--- src/rtl/timer_pkg.sv ---
// Shared definitions for the up_timer block: FSM state encoding and board-clock tick rate.
package timer_pkg;

    typedef enum logic [1:0] {
        ST_IDLE  = 2'd0,
        ST_RUN   = 2'd1,
        ST_PAUSE = 2'd2,
        ST_DONE  = 2'd3
    } timer_state_t;

    // 100 MHz board clock -> one count per second
    localparam int unsigned TICK_DIV_DEFAULT = 100_000_000;

endpackage : timer_pkg

--- src/rtl/tick_gen.sv ---
// Clock-enable prescaler: asserts tick for one cycle every TICK_DIV enabled cycles.
module tick_gen #(
    parameter int unsigned TICK_DIV = 4
) (
    input  logic clk,
    input  logic reset,
    input  logic clr,
    input  logic en,
    output logic tick
);

    localparam int unsigned CNT_W = $clog2(TICK_DIV);
    localparam logic [CNT_W-1:0] LAST = CNT_W'(TICK_DIV - 1);

    logic [CNT_W-1:0] r_cnt;
    logic             w_at_last;

    assign w_at_last = (r_cnt == LAST);
    assign tick      = en && w_at_last;

    // Frozen while en is low so a pause keeps the partial period
    always_ff @(posedge clk or posedge reset) begin
        if (reset) begin
            r_cnt <= '0;
        end else if (clr) begin
            r_cnt <= '0;
        end else if (en) begin
            r_cnt <= w_at_last ? '0 : r_cnt + CNT_W'(1);
        end
    end

endmodule : tick_gen

--- src/rtl/up_timer.sv ---
// Count-up elapsed-time counter: latches a target on start, counts at the prescaled
// tick rate and flags done when the count reaches the target.
module up_timer
    import timer_pkg::*;
#(
    parameter int unsigned WIDTH    = 8,
    parameter int unsigned TICK_DIV = TICK_DIV_DEFAULT
) (
    input  logic             clk,
    input  logic             reset,
    input  logic             start,
    input  logic             enable,
    input  logic             clear,
    input  logic [WIDTH-1:0] target,
    output logic [WIDTH-1:0] count,
    output logic             running,
    output logic             done,
    output logic             done_pulse
);

    timer_state_t     r_state;
    timer_state_t     w_state_next;
    logic [WIDTH-1:0] r_count;
    logic [WIDTH-1:0] w_count_next;
    logic [WIDTH-1:0] r_target_q;
    logic [WIDTH-1:0] w_target_next;
    logic             r_running;
    logic             r_done;
    logic             r_done_pulse;
    logic             w_done_pulse_next;
    logic             w_tick;
    logic             w_active;
    logic             w_tick_clr;

    // A PAUSE cycle with enable high already counts toward the period, so no enabled cycle is lost
    assign w_active   = enable && !clear && !start
                        && ((r_state == ST_RUN) || (r_state == ST_PAUSE));
    assign w_tick_clr = clear || start;

    tick_gen #(
        .TICK_DIV (TICK_DIV)
    ) u_tick_gen (
        .clk   (clk),
        .reset (reset),
        .clr   (w_tick_clr),
        .en    (w_active),
        .tick  (w_tick)
    );

    always_ff @(posedge clk or posedge reset) begin
        if (reset) begin
            r_state      <= ST_IDLE;
            r_count      <= '0;
            r_target_q   <= '0;
            r_running    <= 1'b0;
            r_done       <= 1'b0;
            r_done_pulse <= 1'b0;
        end else begin
            r_state      <= w_state_next;
            r_count      <= w_count_next;
            r_target_q   <= w_target_next;
            r_running    <= (w_state_next == ST_RUN);
            r_done       <= (w_state_next == ST_DONE);
            r_done_pulse <= w_done_pulse_next;
        end
    end

    // Next-state logic, priority clear > start > state behaviour
    always_comb begin
        w_state_next      = r_state;
        w_count_next      = r_count;
        w_target_next     = r_target_q;
        w_done_pulse_next = 1'b0;

        if (clear) begin
            w_state_next = ST_IDLE;
            w_count_next = '0;
        end else if (start) begin
            w_target_next     = target;
            w_count_next      = '0;
            w_state_next      = (target != '0) ? ST_RUN : ST_DONE;
            w_done_pulse_next = (target == '0);
        end else begin
            case (r_state)
                ST_IDLE: begin
                    w_count_next = '0;
                end
                ST_RUN, ST_PAUSE: begin
                    if (!enable) begin
                        w_state_next = ST_PAUSE;
                    end else begin
                        w_state_next = ST_RUN;
                        if (w_tick) begin
                            if (r_count == r_target_q - WIDTH'(1)) begin
                                w_count_next      = r_target_q;
                                w_state_next      = ST_DONE;
                                w_done_pulse_next = 1'b1;
                            end else begin
                                w_count_next = r_count + WIDTH'(1);
                            end
                        end
                    end
                end
                ST_DONE: begin
                    w_count_next = r_target_q;
                end
                default: begin
                    w_state_next = ST_IDLE;
                end
            endcase
        end
    end

    assign count      = r_count;
    assign running    = r_running;
    assign done       = r_done;
    assign done_pulse = r_done_pulse;

endmodule : up_timer

--- config.mk ---
export PLATFORM = sky130hd
export DESIGN_NAME = up_timer
export DESIGN_NICKNAME = d
export VERILOG_FILES = /design/src/rtl/timer_pkg.sv /design/src/rtl/tick_gen.sv /design/src/rtl/up_timer.sv
export SDC_FILE = /design/constraint.sdc
export NUM_CORES = 1
export LEC_CHECK = 0
export BUFFER_PORTS_ARGS = -buffer_cell sky130_fd_sc_hd__buf_4
export CORE_MARGIN = 2
export CORE_UTILIZATION = 46
export DETAILED_ROUTE_END_ITERATION = 7
export GPL_ROUTABILITY_DRIVEN = 0
export PLACE_DENSITY = 0.64
export SLEW_MARGIN = 20
export SYNTH_ARGS = -nofsm -noshare
export SYNTH_HDL_FRONTEND = slang
export SYNTH_SLANG_ARGS = --single-unit
--- constraint.sdc ---
create_clock -name clk -period 5.4 [get_ports clk]
set_input_delay 1.08 -clock clk [delete_from_list [all_inputs] [get_ports clk]]
set_output_delay 1.08 -clock clk [all_outputs]
set_load 0.01 [all_outputs]
# Yosys cells after proc, flatten, opt, wreduce, memory -nomap -nowiden
# Cells that the tools add are included.
dict set report word_totals {
  ff_bits 48
  in_bits 13
  output_inout_bits 11
  elab_cells 57
}
dict set report classes {
  n_addsub 3
  n_eq_ne 9
  n_mux 22
  bitwise_logic 1
  n_reduce_logical 15
}
# cell n
set op_table {}
lappend op_table {{27-bit 2-to-1 mux} 3}
lappend op_table {{8-bit 2-to-1 mux} 5}
lappend op_table {{27-bit by 1-bit adder with 27-bit output, second input constant} 1}
lappend op_table {{27-bit equality test, second input constant} 1}
lappend op_table {{8-bit one-hot mux with 3 select lines} 1}
lappend op_table {{2-bit 2-to-1 mux} 7}
lappend op_table {{8-bit by 1-bit adder with 8-bit output, second input constant} 1}
lappend op_table {{8-bit equality test} 1}
lappend op_table {{8-bit logical NOT} 1}
lappend op_table {{8-bit nonzero test} 1}
lappend op_table {{8-bit by 1-bit subtractor with 8-bit output, second input constant} 1}
lappend op_table {{2-bit equality test, second input constant} 3}
lappend op_table {{1-bit 2-to-1 mux} 6}
lappend op_table {{2-bit by 1-bit equality test with 1-bit output, second input constant} 2}
lappend op_table {{1-bit logical AND} 4}
lappend op_table {{4-bit by 3-bit inequality test with 1-bit output, second input constant} 1}
lappend op_table {{4-bit inequality test, second input constant} 1}
lappend op_table {{2-bit AND reduction} 2}
lappend op_table {{1-bit logical NOT} 2}
lappend op_table {{2-bit logical NOT} 1}
lappend op_table {{1-bit logical OR} 2}
lappend op_table {{2-bit nonzero test} 1}
lappend op_table {{2-bit OR reduction} 1}
lappend op_table {{1-bit NOT} 1}

# Depth between registers and ports, before layout
dict set report depth {
  ltp_word 11
  depth_mapped 9
  mapped_depth_nobuf 8
}

# Hierarchy
# A second synthesis with hierarchy kept.
dict set report hier_totals {
  cells_unflattened 340
  hier_area_um2 3135.5
}
# mod instances cells_each area_per_inst_um2 seq_area_each_um2
set modules_own_cells {}
lappend modules_own_cells {tick_gen 1 176 1644.1 675.6}
lappend modules_own_cells {up_timer 1 164 1491.4 525.5}

# Least setup slack after synthesis
# OpenSTA, ideal clock, no wires.
dict set report synth_path {
  path_type {input port to flip-flop}
  start {in start}
  end {reg r_count[1] (netlist: count[1])}
  setup_ns 0.126
  arrival_time_ns 2.546
  required_ns 5.274
  slack_ns 2.728
  cell_stages 8
  path_buffers 2
  cell_sequence {clkbuf_1 -> or2_1 -> clkbuf_1 -> nor2_1 -> and3_2 -> and2_1 -> a22o_1 -> a221o_1}
}
dict set report synth_via {
  elab_chain_cells 6
  word_cells_on_any_way 9
  classes_between {2 x eq/ne; 2 x mux; 5 x reduce/logical}
}
# element line
set synth_rtl {}
lappend synth_rtl {{start, declared} up_timer.sv:11} ;# input logic start,
lappend synth_rtl {{1-bit logical NOT} up_timer.sv:36} ;# assign w_active = enable && !clear && !start
lappend synth_rtl {{1-bit logical AND} up_timer.sv:36}
lappend synth_rtl {{1-bit logical AND} up_timer.sv:37} ;# && ((r_state == ST_RUN) || (r_state == ST_PAUSE));
lappend synth_rtl {{1-bit logical AND} tick_gen.sv:19} ;# assign tick = en && w_at_last;
lappend synth_rtl {{4-bit by 3-bit inequality test with 1-bit output (no line)} -}
lappend synth_rtl {{2-bit AND reduction (no line)} -}
lappend synth_rtl {{end signal, assigned} up_timer.sv:60} ;# r_count <= w_count_next;
lappend synth_rtl {{end, declared} up_timer.sv:23} ;# logic [WIDTH-1:0] r_count;
# Several ways; a longest one is shown, not always the timed one.
# A chain may end at the register's enable or synchronous reset.

# Worst setup path in the final report
dict set report layout_path {
  start {reg r_target_q[0]}
  end {reg r_count[5] (netlist: count[5])}
}
dict set report layout_via {
  elab_chain_cells 8
}
# element line
set layout_rtl {}
lappend layout_rtl {{start, declared} up_timer.sv:25} ;# logic [WIDTH-1:0] r_target_q;
lappend layout_rtl {{start signal, assigned} up_timer.sv:61} ;# r_target_q <= w_target_next;
lappend layout_rtl {{8-bit by 1-bit subtractor with 8-bit output} up_timer.sv:94} ;# if (r_count == r_target_q - WIDTH'(1)) begin
lappend layout_rtl {{8-bit equality test} up_timer.sv:94}
lappend layout_rtl {{8-bit 2-to-1 mux} up_timer.sv:94}
lappend layout_rtl {{8-bit 2-to-1 mux} up_timer.sv:93} ;# if (w_tick) begin
lappend layout_rtl {{8-bit 2-to-1 mux} up_timer.sv:89} ;# if (!enable) begin
lappend layout_rtl {{8-bit one-hot mux with 3 select lines} up_timer.sv:84} ;# case (r_state)
lappend layout_rtl {{8-bit 2-to-1 mux} up_timer.sv:78} ;# end else if (start) begin
lappend layout_rtl {{8-bit 2-to-1 mux} up_timer.sv:75} ;# if (clear) begin
# Every way passes these cells. The select of a mux whose other input is x is not followed.

==> run metrics <==
Post-synth top flop=dfrtp_1; # diodes=0; Synth Cell Area=2950 um2; Mapped Cells=322; reg-to-reg slack, setup=2.66 ns; Core Box Area=6280 um2; R2R Path End=count[5]$_DFFE_PP0P_; Switch Pwr=0.000207 W; CP Cell Sequence=inv_1, ha_1, or3b_4, nor4_4, o2111ai_4, o311ai_1, a21oi_1, a221o_1; Slew HR=30.1%; Hold Path Class=reg2reg; largest net degree at the start of global routing=49; Vias=2429; Logic pwr share=15.2%; Hold Path Origin=u_tick_gen.r_cnt[0]$_DFFE_PP0P_; CP delay by family, top=compound AO/OA/AOI/OAI gates; Layout Nets=359; initial antenna violation count=0; CTS tree=yes; IO Count=24; Post-synth EDFFs=0; Worst setup EP type=register; post-synthesis mux area share=2.25%; Clock Skews=0.0108 ns; Adder-Cell Fraction of Synth Area=2.12%; Worst EP required=5.60 ns; Worst R2R Start=r_target_q[0]$_DFFE_PP0P_; Clk pwr share=30.0%; number of remaining DRC errors=0; share of flip-flops with an asynchronous set or reset=100%; Hold Path Sink=u_tick_gen.r_cnt[0]$_DFFE_PP0P_; R2R depth=8; Std-Cell Rows=29; Slew @ Worst Pin=1.05 ns; Root Buffer=clkbuf_8; Mean Syn Cell Area=9.15 um2; CP Launch Type=register; Setup Buffers After CTS=0; die area=7060 um2; final hold violations=0; drt pass-1 iters=4; ANT nets after route=0; Worst EP arrival=2.94 ns; Simple-Gate Fraction of Synth Area=26.4%; flops & latches, synth=48; Worst-Skew Late Latency=0.30 ns; Final Max Tran Viols=0; status=complete, no violations; vias in the first global route=2356; share of cells above drive strength 1=15.5%; H-tree lvl count=2; slowest stage cell, crit path=o311ai_1; dpl hpwl=4610 um; compound-cell area share of the yosys netlist=18.7%; YS warnings=0; Area Overhead vs Synth=10.7%; Synth Net Count=340; final number of setup-violating endpoints=0; Num CTS Buffers=5; Final Cycle Share=50.8%; RSZ-0062 raised after global routing=false; 1st-iter DRT viols=133; vias per std cell=5.80; maximum VDD drop=0.116 mV; die height=84.1 um; hold path depth=1; GRT Overall Usage=19.5%; Hold Buf Count CTS=0; xor-xnor portion of the synthesized cell area=5.94%; Tot Pwr=0.000713 W; buffers and inverters on the worst path=1; Sw Ratio=29.1%; CTS Sinks=48; first-pass GRT wire length=11300 um; Power Density=219 nW/um2; sequential power share=54.8%; Peak Freq=364 MHz; distinct cell type count after synthesis=63; LEAKAGE=1.37 nW; TNS Setup=0 ns; grt ovf=0; Crit path largest cell delay=0.65 ns; crit path kind=reg2reg; CP max FO=5; Reg clk slew, reported paths=0.09 ns; Wirelength per Cell=15.4 um; Initial Util=47.0%; P_int=0.000506 W; largest family of logic cells by synthesized area=simple AND/OR/NAND/NOR gates; port buffer count=23; post_cts resized=0; Post-Route WL=6440 um; Final min period=2.74 ns; CTS max path bufs=2; Die X=84.1 um; sequential element share of the synthesized area=40.7%; number of max-cap violations=0
power groups by stage:
stage | clock (W) | sequential [W] | combinational, W
global route | 0.000235 | 0.000394 | 0.000121
detailed placement | 0 | 0.000398 | 0.000108
CTS | 0.000223 | 0.000391 | 0.000109
global placement | 0 | 0.000398 | 0.000106
floorplan | 0 | 0.000391 | 0.0000830
finish | 0.000214 | 0.000391 | 0.000108
cells in the mapped netlist, drive strengths merged, types with 2 or more instances:
| cell | n | area share [%] |
|---|---|---|
| and2 | 7 | 1.5 |
| dfrtp | 48 | 41 |
| and4 | 5 | 1.5 |
| o21ai | 30 | 5.1 |
| xnor2 | 9 | 2.7 |
| ha | 5 | 2.1 |
| o311ai | 2 | 0.59 |
| a21oi | 16 | 2.7 |
| buf | 5 | 0.81 |
| nor3 | 10 | 1.9 |
| a21o | 3 | 0.76 |
| nor4 | 6 | 2.5 |
| inv | 17 | 2.2 |
| or2 | 4 | 0.85 |
| clkbuf | 7 | 0.89 |
| o31a | 5 | 1.6 |
| a211oi | 3 | 0.93 |
| o2bb2ai | 2 | 0.59 |
| a221o | 3 | 1.0 |
| nand2b | 7 | 1.5 |
| nor4b | 2 | 0.81 |
| nand3 | 14 | 2.4 |
| a22o | 2 | 0.59 |
| nor2 | 14 | 1.8 |
| nand2 | 32 | 4.1 |
| and3 | 12 | 2.6 |
| or3b | 2 | 0.68 |
| mux2 | 5 | 1.9 |
| or3 | 8 | 1.7 |
| nand4 | 5 | 1.1 |
| xor2 | 11 | 3.3 |
| or4 | 2 | 0.64 |
layout make-up:
type | instances | area, um2
inverters | 17 | 65.1
fillers | 589 | 3010
repair buffers | 24 | 180
clock inverters | 3 | 18.8
clock buffers | 5 | 68.8
multi-input cells | 245 | 1630
well taps | 77 | 96.3
flip-flops and latches | 48 | 1200
worst max path at each step:
stage / from / endpoint / slack [ns] / cells after the start
finish: r_target_q[0]$_DFFE_PP0P_ / count[5]$_DFFE_PP0P_ / 2.66 / 8
global route: r_state[1]$_DFF_PP0_ / u_tick_gen.r_cnt[25]$_DFFE_PP0P_ / 2.48 / 7
CTS: r_target_q[0]$_DFFE_PP0P_ / count[5]$_DFFE_PP0P_ / 2.68 / 8
detailed placement: start / u_tick_gen.r_cnt[25]$_DFFE_PP0P_ / 2.41 / 5
global placement: start / u_tick_gen.r_cnt[25]$_DFFE_PP0P_ / 2.46 / 5
floorplan: start / count[1]$_DFFE_PP0P_ / 2.73 / 8
cells in the final DEF, fill, tap and decap left out, types with 3 or more instances in the layout:
master	n
o21ai_0	6
ha_1	5
and4_1	5
o31a_1	3
dfrtp_1	48
clkbuf_8	5
nor2_1	14
and3_1	11
nand2b_1	7
buf_4	24
xnor2_1	9
and2_1	7
nor4_1	3
xor2_1	11
or3_1	8
inv_1	16
clkinv_2	3
nand2_1	32
a21oi_1	16
a221o_1	3
nor3_1	9
a21o_1	3
or2_1	3
o21ai_1	24
mux2_2	5
nand3_1	14
nand4_1	5
cell families (layout without fill, tap and decap cells):
| family | after synthesis | after routing |
|---|---|---|
| and+or+nand+nor | 134 | 134 |
| AOI/OAI and AO/OA | 80 | 80 |
| muxes | 6 | 6 |
| DFF | 48 | 48 |
| xor gates and xnor gates | 20 | 20 |
| buffers and inverters | 29 | 49 |
| adders and majority gates | 5 | 5 |
worst register-to-register path, cell delays in order, from the launching register on:
cell       delay, ns
dfrtp_1         0.44
inv_1           0.10
ha_1            0.20
or3b_4          0.42
nor4_4          0.26
o2111ai_4       0.21
o311ai_1        0.65
a21oi_1         0.08
a221o_1         0.28
through the flow:
stage               util (%)  setup slack [ns]  instance area (um2)  hold slack, ns  cells
floorplan                  -              2.73                 2950           0.468    322
global placement        50.6              2.46                 3170           0.495    411
detailed placement      50.6              2.41                 3170           0.500    411
CTS                     52.0              2.68                 3260           0.511    419
global route            52.0              2.48                 3260           0.552    419
finish                  52.0              2.66                 3260           0.511    419
sequential cells by signal, summed over array words and instances (netlist names):
register and count:
r_state 2, r_target_q 8, u_tick_gen.r_cnt 27, done_pulse 1, done 1, count 8, running 1
per-layer routing:
metal,vias up,part of all wire (%),GRT usage (%)
li1,1212,-,-
met1,1164,51,27.9
met2,49,45,31.3
met3,4,3.5,3.07
met4,0,0.73,4.40
met5,-,0,0
Power figures use the tool's default switching activity.
